### src/rtl/ign_inj_sim.sv
// Ignition pulse generator and injector puff capture for an engine simulator.
// Optional PUFF_MAX tracking is enabled by defining IGN_INJ_SIM_PUFF_MAX_EN.
module ign_inj_sim #(
    parameter int NUM_IGN = 2,
    parameter int NUM_INJ = 2,
    parameter int WIDTH   = 16
) (
    input  logic               sysclk,
    input  logic               sysreset,
    input  logic               sim_run,
    input  logic               pulse50k,
    input  logic               pulse1m,
    input  logic [6:0]         reg_addr,
    input  logic               reg_load,
    input  logic [WIDTH-1:0]   data_in,
    output logic [WIDTH-1:0]   data_out,
    output logic [NUM_IGN-1:0] ign_coil_lo,
    output logic [NUM_IGN-1:0] ign_pulse_end,
    input  logic [NUM_INJ-1:0] inj_open,
    output logic [NUM_INJ-1:0] puff_fall
);

    localparam logic [6:0] ADDR_CYCLE = 7'h20;

    logic [WIDTH-1:0] period     [NUM_IGN];
    logic [WIDTH-1:0] width      [NUM_IGN];
    logic [WIDTH-1:0] gen        [NUM_IGN];
    logic [WIDTH-1:0] period_nxt [NUM_IGN];
    logic [WIDTH-1:0] width_nxt  [NUM_IGN];
    logic [WIDTH-1:0] gen_nxt    [NUM_IGN];
    logic [NUM_IGN-1:0] reload;
    logic [WIDTH-1:0] cycle_cnt;
    logic             jiffy;

    logic [NUM_INJ-1:0] sync1;
    logic [NUM_INJ-1:0] sync2;
    logic [NUM_INJ-1:0] sync_d;
    logic [NUM_INJ-1:0] rise;
    logic [NUM_INJ-1:0] fall;
    logic [WIDTH-1:0]   run_len  [NUM_INJ];
    logic [WIDTH-1:0]   puff_cnt [NUM_INJ];
    logic [WIDTH-1:0]   puff_len [NUM_INJ];
`ifdef IGN_INJ_SIM_PUFF_MAX_EN
    logic [WIDTH-1:0]   puff_max [NUM_INJ];
`endif

    assign jiffy = sim_run & pulse50k;
    assign rise  = sync2 & ~sync_d;
    assign fall  = ~sync2 & sync_d;

    // Generator next state; coil drive is registered from these so it tracks gen exactly
    always_comb begin
        for (int i = 0; i < NUM_IGN; i++) begin
            period_nxt[i] = period[i];
            width_nxt[i]  = width[i];
            gen_nxt[i]    = gen[i];
            reload[i]     = 1'b0;
            if (reg_load && reg_addr == 7'(2 * i)) begin
                period_nxt[i] = data_in;
            end
            if (reg_load && reg_addr == 7'(2 * i + 1)) begin
                width_nxt[i] = data_in;
            end
            if (period[i] == '0) begin
                gen_nxt[i] = '0;
            end else if (jiffy) begin
                if (gen[i] == '0) begin
                    gen_nxt[i] = period[i];
                    reload[i]  = 1'b1;
                end else begin
                    gen_nxt[i] = gen[i] - WIDTH'(1);
                end
            end
        end
    end

    // Ignition channels and cycle counter
    always_ff @(posedge sysclk) begin
        if (sysreset) begin
            for (int i = 0; i < NUM_IGN; i++) begin
                period[i] <= '0;
                width[i]  <= '0;
                gen[i]    <= '0;
            end
            ign_coil_lo   <= '0;
            ign_pulse_end <= '0;
            cycle_cnt     <= '0;
        end else begin
            for (int i = 0; i < NUM_IGN; i++) begin
                period[i]      <= period_nxt[i];
                width[i]       <= width_nxt[i];
                gen[i]         <= gen_nxt[i];
                ign_coil_lo[i] <= (period_nxt[i] != '0) && (gen_nxt[i] < width_nxt[i]);
            end
            ign_pulse_end <= reload;
            if (reg_load && reg_addr == ADDR_CYCLE) begin
                cycle_cnt <= '0;
            end else if (reload[0]) begin
                cycle_cnt <= cycle_cnt + WIDTH'(1);
            end
        end
    end

    // Injector synchronizers, edge detect and puff capture; edges keep working while frozen
    always_ff @(posedge sysclk) begin
        if (sysreset) begin
            sync1     <= '0;
            sync2     <= '0;
            sync_d    <= '0;
            puff_fall <= '0;
            for (int j = 0; j < NUM_INJ; j++) begin
                run_len[j]  <= '0;
                puff_cnt[j] <= '0;
                puff_len[j] <= '0;
`ifdef IGN_INJ_SIM_PUFF_MAX_EN
                puff_max[j] <= '0;
`endif
            end
        end else begin
            sync1     <= inj_open;
            sync2     <= sync1;
            sync_d    <= sync2;
            puff_fall <= fall;
            for (int j = 0; j < NUM_INJ; j++) begin
                if (rise[j] || fall[j]) begin
                    run_len[j] <= '0;
                end else if (sync2[j] && sim_run && pulse1m && run_len[j] != {WIDTH{1'b1}}) begin
                    run_len[j] <= run_len[j] + WIDTH'(1);
                end

                if (reg_load && reg_addr == 7'(48 + 2 * j)) begin
                    puff_cnt[j] <= '0;
                end else if (fall[j]) begin
                    puff_cnt[j] <= puff_cnt[j] + WIDTH'(1);
                end

                if (reg_load && reg_addr == 7'(49 + 2 * j)) begin
                    puff_len[j] <= '0;
                end else if (fall[j]) begin
                    puff_len[j] <= run_len[j];
                end

`ifdef IGN_INJ_SIM_PUFF_MAX_EN
                if (reg_load && reg_addr == 7'(64 + j)) begin
                    puff_max[j] <= '0;
                end else if (fall[j] && !(reg_load && reg_addr == 7'(49 + 2 * j))
                             && run_len[j] > puff_max[j]) begin
                    puff_max[j] <= run_len[j];
                end
`endif
            end
        end
    end

    // Register read mux; unmapped addresses return zero
    always_comb begin
        data_out = '0;
        for (int i = 0; i < NUM_IGN; i++) begin
            if (reg_addr == 7'(2 * i)) begin
                data_out = period[i];
            end
            if (reg_addr == 7'(2 * i + 1)) begin
                data_out = width[i];
            end
        end
        if (reg_addr == ADDR_CYCLE) begin
            data_out = cycle_cnt;
        end
        for (int j = 0; j < NUM_INJ; j++) begin
            if (reg_addr == 7'(48 + 2 * j)) begin
                data_out = puff_cnt[j];
            end
            if (reg_addr == 7'(49 + 2 * j)) begin
                data_out = puff_len[j];
            end
`ifdef IGN_INJ_SIM_PUFF_MAX_EN
            if (reg_addr == 7'(64 + j)) begin
                data_out = puff_max[j];
            end
`endif
        end
    end

endmodule
### config.mk
export PLATFORM = sky130hd
export DESIGN_NAME = ign_inj_sim
export DESIGN_NICKNAME = d
export VERILOG_FILES = /design/src/rtl/ign_inj_sim.sv
export SDC_FILE = /design/constraint.sdc
export NUM_CORES = 1
export LEC_CHECK = 0
export CORE_UTILIZATION = 45
export DETAILED_ROUTE_END_ITERATION = 12
export SYNTH_ARGS = -nofsm -noshare
export SYNTH_HDL_FRONTEND = slang
export SYNTH_SLANG_ARGS = --single-unit
### constraint.sdc
create_clock -name sysclk -period 4.8 [get_ports sysclk]
set_clock_uncertainty 0.1 [all_clocks]
set_input_delay 0.96 -clock sysclk [delete_from_list [all_inputs] [get_ports sysclk]]
set_output_delay 0.96 -clock sysclk [all_outputs]
set_load 0.03 [all_outputs]
# Word level (Yosys, flattened, before mapping)
# Memories as Yosys holds them, arrays and structs flattened.
# Index checks and enable logic that the tools add are counted.
# word_totals
input_bits,31
register_bits,28
mem_bits_rw,192
memories,6
# memory_table
memory,depth,width,read_ports,rd_clocked_by_memory_dff,write_ports,line,source
gen,2,16,2,0,2,27,logic [WIDTH-1:0] gen [NUM_IGN];
period,2,16,2,0,2,25,logic [WIDTH-1:0] period [NUM_IGN];
puff_cnt,2,16,2,0,2,41,logic [WIDTH-1:0] puff_cnt [NUM_INJ];
puff_len,2,16,2,0,2,42,logic [WIDTH-1:0] puff_len [NUM_INJ];
run_len,2,16,2,0,2,40,logic [WIDTH-1:0] run_len [NUM_INJ];
width,2,16,2,0,2,26,logic [WIDTH-1:0] width [NUM_IGN];
# op_classes
n_addsub,7
n_bitwise,24
n_mux,84
n_eq_ne,10
magnitude_cmp,2
n_reduce_logical,28
# op_table
op,count
16-bit two-way mux,37
"16-bit by 1-bit adder with 16-bit output, second input constant",5
16-bit zero test,4
1-bit two-way mux,47
"7-bit by 6-bit == test with 1-bit output, second input constant",5
16-bit < comparator,2
"16-bit != test, second input constant",2
16-bit nonzero test,2
"16-bit by 1-bit subtractor with 16-bit output, second input constant",2
1-bit OR,18
1-bit logical AND,17
"7-bit by 2-bit == test with 1-bit output, second input constant",2
"7-bit by 1-bit == test with 1-bit output, second input constant",1
7-bit zero test,1
2-bit bitwise AND,2
2-bit NOT,2
3-bit OR reduction,1
1-bit logical OR,2
2-bit OR reduction,1
1-bit bitwise AND,1
1-bit NOT,1

# Depth between registers and ports, before layout
# logic_depth
ltp_word,10
depth_mapped,18
depth_no_buf,15

# Worst setup path after synthesis
# Ideal clock, no wire load.
# synth_path
path_type,input port to output port
start,input reg_addr[5]
end,output data_out[12]
n_path_buf,4
required_time_ns,3.740
setup_slack_ns,0.640
arrival_time_ns,3.100
cell_stages,10
cell_sequence,clkbuf_1 -> and2_0 -> clkbuf_1 -> and3_1 -> clkbuf_1 -> clkbuf_1 -> o21ai_0 -> o2111ai_1 -> o21ai_0 -> a31oi_1
# synth_between
elab_chain_cells,10
# synth_rtl
item,line,source
"start, declared",13,"input logic [6:0] reg_addr,"
7-bit zero test,159,if (reg_addr == 7'(2 * i)) begin
16-bit two-way mux,159,
16-bit two-way mux,162,if (reg_addr == 7'(2 * i + 1)) begin
16-bit two-way mux,159,
16-bit two-way mux,162,
16-bit two-way mux,166,if (reg_addr == ADDR_CYCLE) begin
16-bit two-way mux,170,if (reg_addr == 7'(48 + 2 * j)) begin
16-bit two-way mux,173,if (reg_addr == 7'(49 + 2 * j)) begin
16-bit two-way mux,170,
16-bit two-way mux *,173,
"end, declared",16,"output logic [WIDTH-1:0] data_out,"
# Mark *: on every way between the ends. The rest lies on a longest branch, timed or not.

# Final worst setup path
# Same ends and word-level chain as after synthesis.

==> impl_results.md <==
* Power Density at 311.2 mW/mm^2
* Most common cell in the netlist: nor2_1
* Final setup TNS at 0 ns
* Mapped Cells at 1325
* CP arrival at 3.44 ns
* Final period utilization at 0.9373
* Sink Count at 220
* Cell taking the most area after synthesis: edfxtp_1
* R2r worst-path depth at 13
* Sw Ratio at 0.2348
* Area of the mapped netlist at 0.01204 sq mm
* Layout area overhead at 15.64%
* Final nets at 1444
* Initial Util at 0.4606
* Initial DRC count at 937
* Leakage power at 5.447 nW
* Clock power share at 0.462
* Post-Syn Nets at 1397
* Rows at 59
* CTS tree: yes
* Die area at 0.02741 sq mm
* Hold Crit Depth at 1
* IO Count at 53
* Max Root-Sink Buffers at 3
* Core area at 0.02613 sq mm
* Ys flop type: dfxtp_1
* Width of the die at 165.5 microns
* Area contributors post-synth: edfxtp_1 (24%), dfxtp_1 (21%), nor2_1 (7.5%)
* Worst setup SP type: input port
* Detailed Routing Iterations Pass 1 at 9
* DPL Wire Length at 26130 microns
* Gpl congestion at 0.9251
* Vias in the first global route at 9645
* Max Slew Vio Count at 0
* Sequential share of the synthesized area at 0.4457
* Post-synth EDFFs at 96
* Util after Layout at 0.5327
* FF+latch count, synth at 220
* Peak VDD IR at 0.2050 mV
* Worst r2r src: gen[0][26]
* Area of the multi-input gates at 0.006292 sq mm
* Peak Freq at 222.3 MHz
* CTS root buffer: clkbuf_16
* Gate power share at 0.065
* N_diodes at 0
* All-Layer GR Usage at 0.2641
* Via count at 10110
* Share of layout cells above drive strength 1 at 0.07759
* Crit Path Class: input port to output port
* Ys async rst share at 0
* Internal Power at 3.314 mW
* CTS buffer count at 26
* Part of the power in registers at 0.473
* Slew headroom at 0.4572
* Post-synth top cells: nor2_1 (242), dfxtp_1 (124), edfxtp_1 (96)
* NetSw at 1.017 mW
* # fillers at 2429
* Hold-fix buffer count after cts at 0
* Antenna violations before repair at 0
* Max-Cap Viols at 0
* CP peak stage delay at 0.53 ns
* # port buffers at 52
* Die height at 165.5 microns
* WL final at 35390 microns
* PostCTS Resize Cnt at 0
* Tmin final at 4.499 ns
* Outcome: finished, violations left
* Hold endpoint: sync2[1]
* Largest net degree at the start of global routing at 62
* # Post-CTS Setup Buffers at 0
* First-pass GRT wire length at 54830 microns
* Worst Tran Pin Value at 0.8123 ns
* Hold Vio Cnt, Final at 0
* Capturing point of the worst reg2reg path: ign_coil_lo[1]
* Data required time of the worst path at 3.74 ns
* Register area at 0.005365 sq mm
* CP Capture Type: output port
* Routed Antenna Nets at 0
* RSZ-0062 raised after global routing: no
* DRC at 12
* Worst skew pair latency at 0.53 ns
* Syn avg cell area at 9.084 sq um
* Reg clk slew, reported paths at 0.06 ns
* CP max FO at 27
* DP Area at 0.01306 sq mm
* Reg2Reg Setup Slack at 0.49 ns
* Hold Crit Class: register to register
* Area share of the largest cell type after synthesis at 0.2395
* Congestion Overflow GR at 0
* CTS H-tree depth at 1
* Netlist cell types at 61
* Routed wire per std cell at 20.49 microns
* Critical-path top delay cell: clkdlybuf4s50_1
* Final instance area at 0.01392 sq mm
* Final setup violating endpoints at 0
* Crit path cell chain: clkdlybuf4s50_1 > and2_0 > and3_1 > buf_12 > o21ai_0 > o2111ai_1 > o21ai_0 > a31oi_1 > buf_12
* Vias/cell at 5.856
* Synth warn at 0
* Failing checks: DRC
* Min-delay src: sync1[1]
==> area by class of cell <==
type | instances | area share
clock inverter | 13 | 0.01052
clock buffer | 35 | 0.05142
timing repair buffer | 86 | 0.06238
tap | 335 | 0.03011
multi-input combinational | 1008 | 0.4520
sequential | 220 | 0.3854
inverter | 30 | 0.008090
==> critical path: cells and delay by family <==
kind	cells	cell delay, ns
buffers and inverters	3	0.90
AND/OR/NAND/NOR	2	0.73
AO/OA/AOI/OAI	4	0.83
==> layer usage <==
layer,share of wire,global-route usage,vias up,routed length (microns)
met5,0,0,-,0
met4,0.026,0.07355,0,904
met3,0.070,0.03621,56,2474
met2,0.46,0.4330,344,16390
met1,0.44,0.3624,4856,15610
li1,-,-,4858,-
==> flip-flops by register name, indices dropped and copies added (netlist names) <==
| register | cells |
|---|---|
| cycle_cnt | 16 |
| gen | 32 |
| ign_coil_lo | 2 |
| ign_pulse_end | 2 |
| period | 32 |
| puff_cnt | 32 |
| puff_fall | 2 |
| puff_len | 32 |
| run_len | 32 |
| sync1 | 2 |
| sync2 | 2 |
| sync_d | 2 |
| width | 32 |
==> logic make-up (layout without fill, tap and decap cells) <==
| family | after synthesis | in the layout | share of synthesized area |
|---|---|---|---|
| simple gates | 554 | 554 | 0.2154 |
| compound gates | 250 | 250 | 0.1333 |
| flops | 220 | 220 | 0.4457 |
| mux | 97 | 97 | 0.08326 |
| buf+inv | 97 | 164 | 0.03171 |
| xor+xnor | 66 | 66 | 0.04802 |
| fa+ha+maj | 41 | 41 | 0.04262 |
==> cell usage in the layout, fill, tap and decap left out, types with 23 or more instances in the layout <==
| master | n |
|---|---|
| nor2_1 | 242 |
| dfxtp_1 | 124 |
| edfxtp_1 | 96 |
| nand2_1 | 90 |
| mux2i_1 | 90 |
| a21oi_1 | 80 |
| xor2_1 | 43 |
| ha_1 | 41 |
| nand3_1 | 40 |
| buf_4 | 39 |
| o21ai_0 | 38 |
| clkdlybuf4s50_1 | 35 |
| and2_1 | 34 |
| inv_1 | 30 |
| nor3_1 | 27 |
| clkbuf_16 | 27 |
| nor4_1 | 24 |
| xnor2_1 | 23 |
==> power by group through the flow <==
stage / Combinational (mW) / Clock [mW] / Sequential [mW]
after global routing: 0.307 / 2.11 / 2.05
after detailed placement: 0.279 / 0 / 2.09
after global placement: 0.278 / 0 / 2.09
final: 0.283 / 2.00 / 2.05
after floorplan: 0.171 / 0 / 2.07
after CTS: 0.281 / 2.03 / 2.05
==> how the worst max path moves through the flow <==
| stage | start | endpoint | slack (ns) | depth (start not counted) |
|---|---|---|---|---|
| floorplan | reg_addr[5] | data_out[12] | 0.64 | 10 |
| global placement | sim_run | ign_coil_lo[1] | 0.35 | 10 |
| detailed placement | sim_run | ign_coil_lo[1] | 0.31 | 10 |
| CTS | reg_addr[5] | data_out[12] | 0.41 | 9 |
| global route | gen[0][26] | ign_coil_lo[1] | 0.14 | 13 |
| finish | reg_addr[5] | data_out[12] | 0.30 | 9 |
==> per-stage QoR <==
| stage | instances | setup WS (ns) | hold slack, ns | total power [mW] |
|---|---|---|---|---|
| CTS | 1727 | 0.4087 | 0.3572 | 4.359 |
| floorplan | 1325 | 0.6402 | 0.3138 | 2.241 |
| detailed placement | 1679 | 0.3133 | 0.3307 | 2.366 |
| global route | 1727 | 0.1426 | 0.3897 | 4.465 |
| finish | 1727 | 0.3010 | 0.3544 | 4.331 |
| global placement | 1679 | 0.3519 | 0.3274 | 2.364 |
Note: power is estimated with default switching activity, not from simulation.
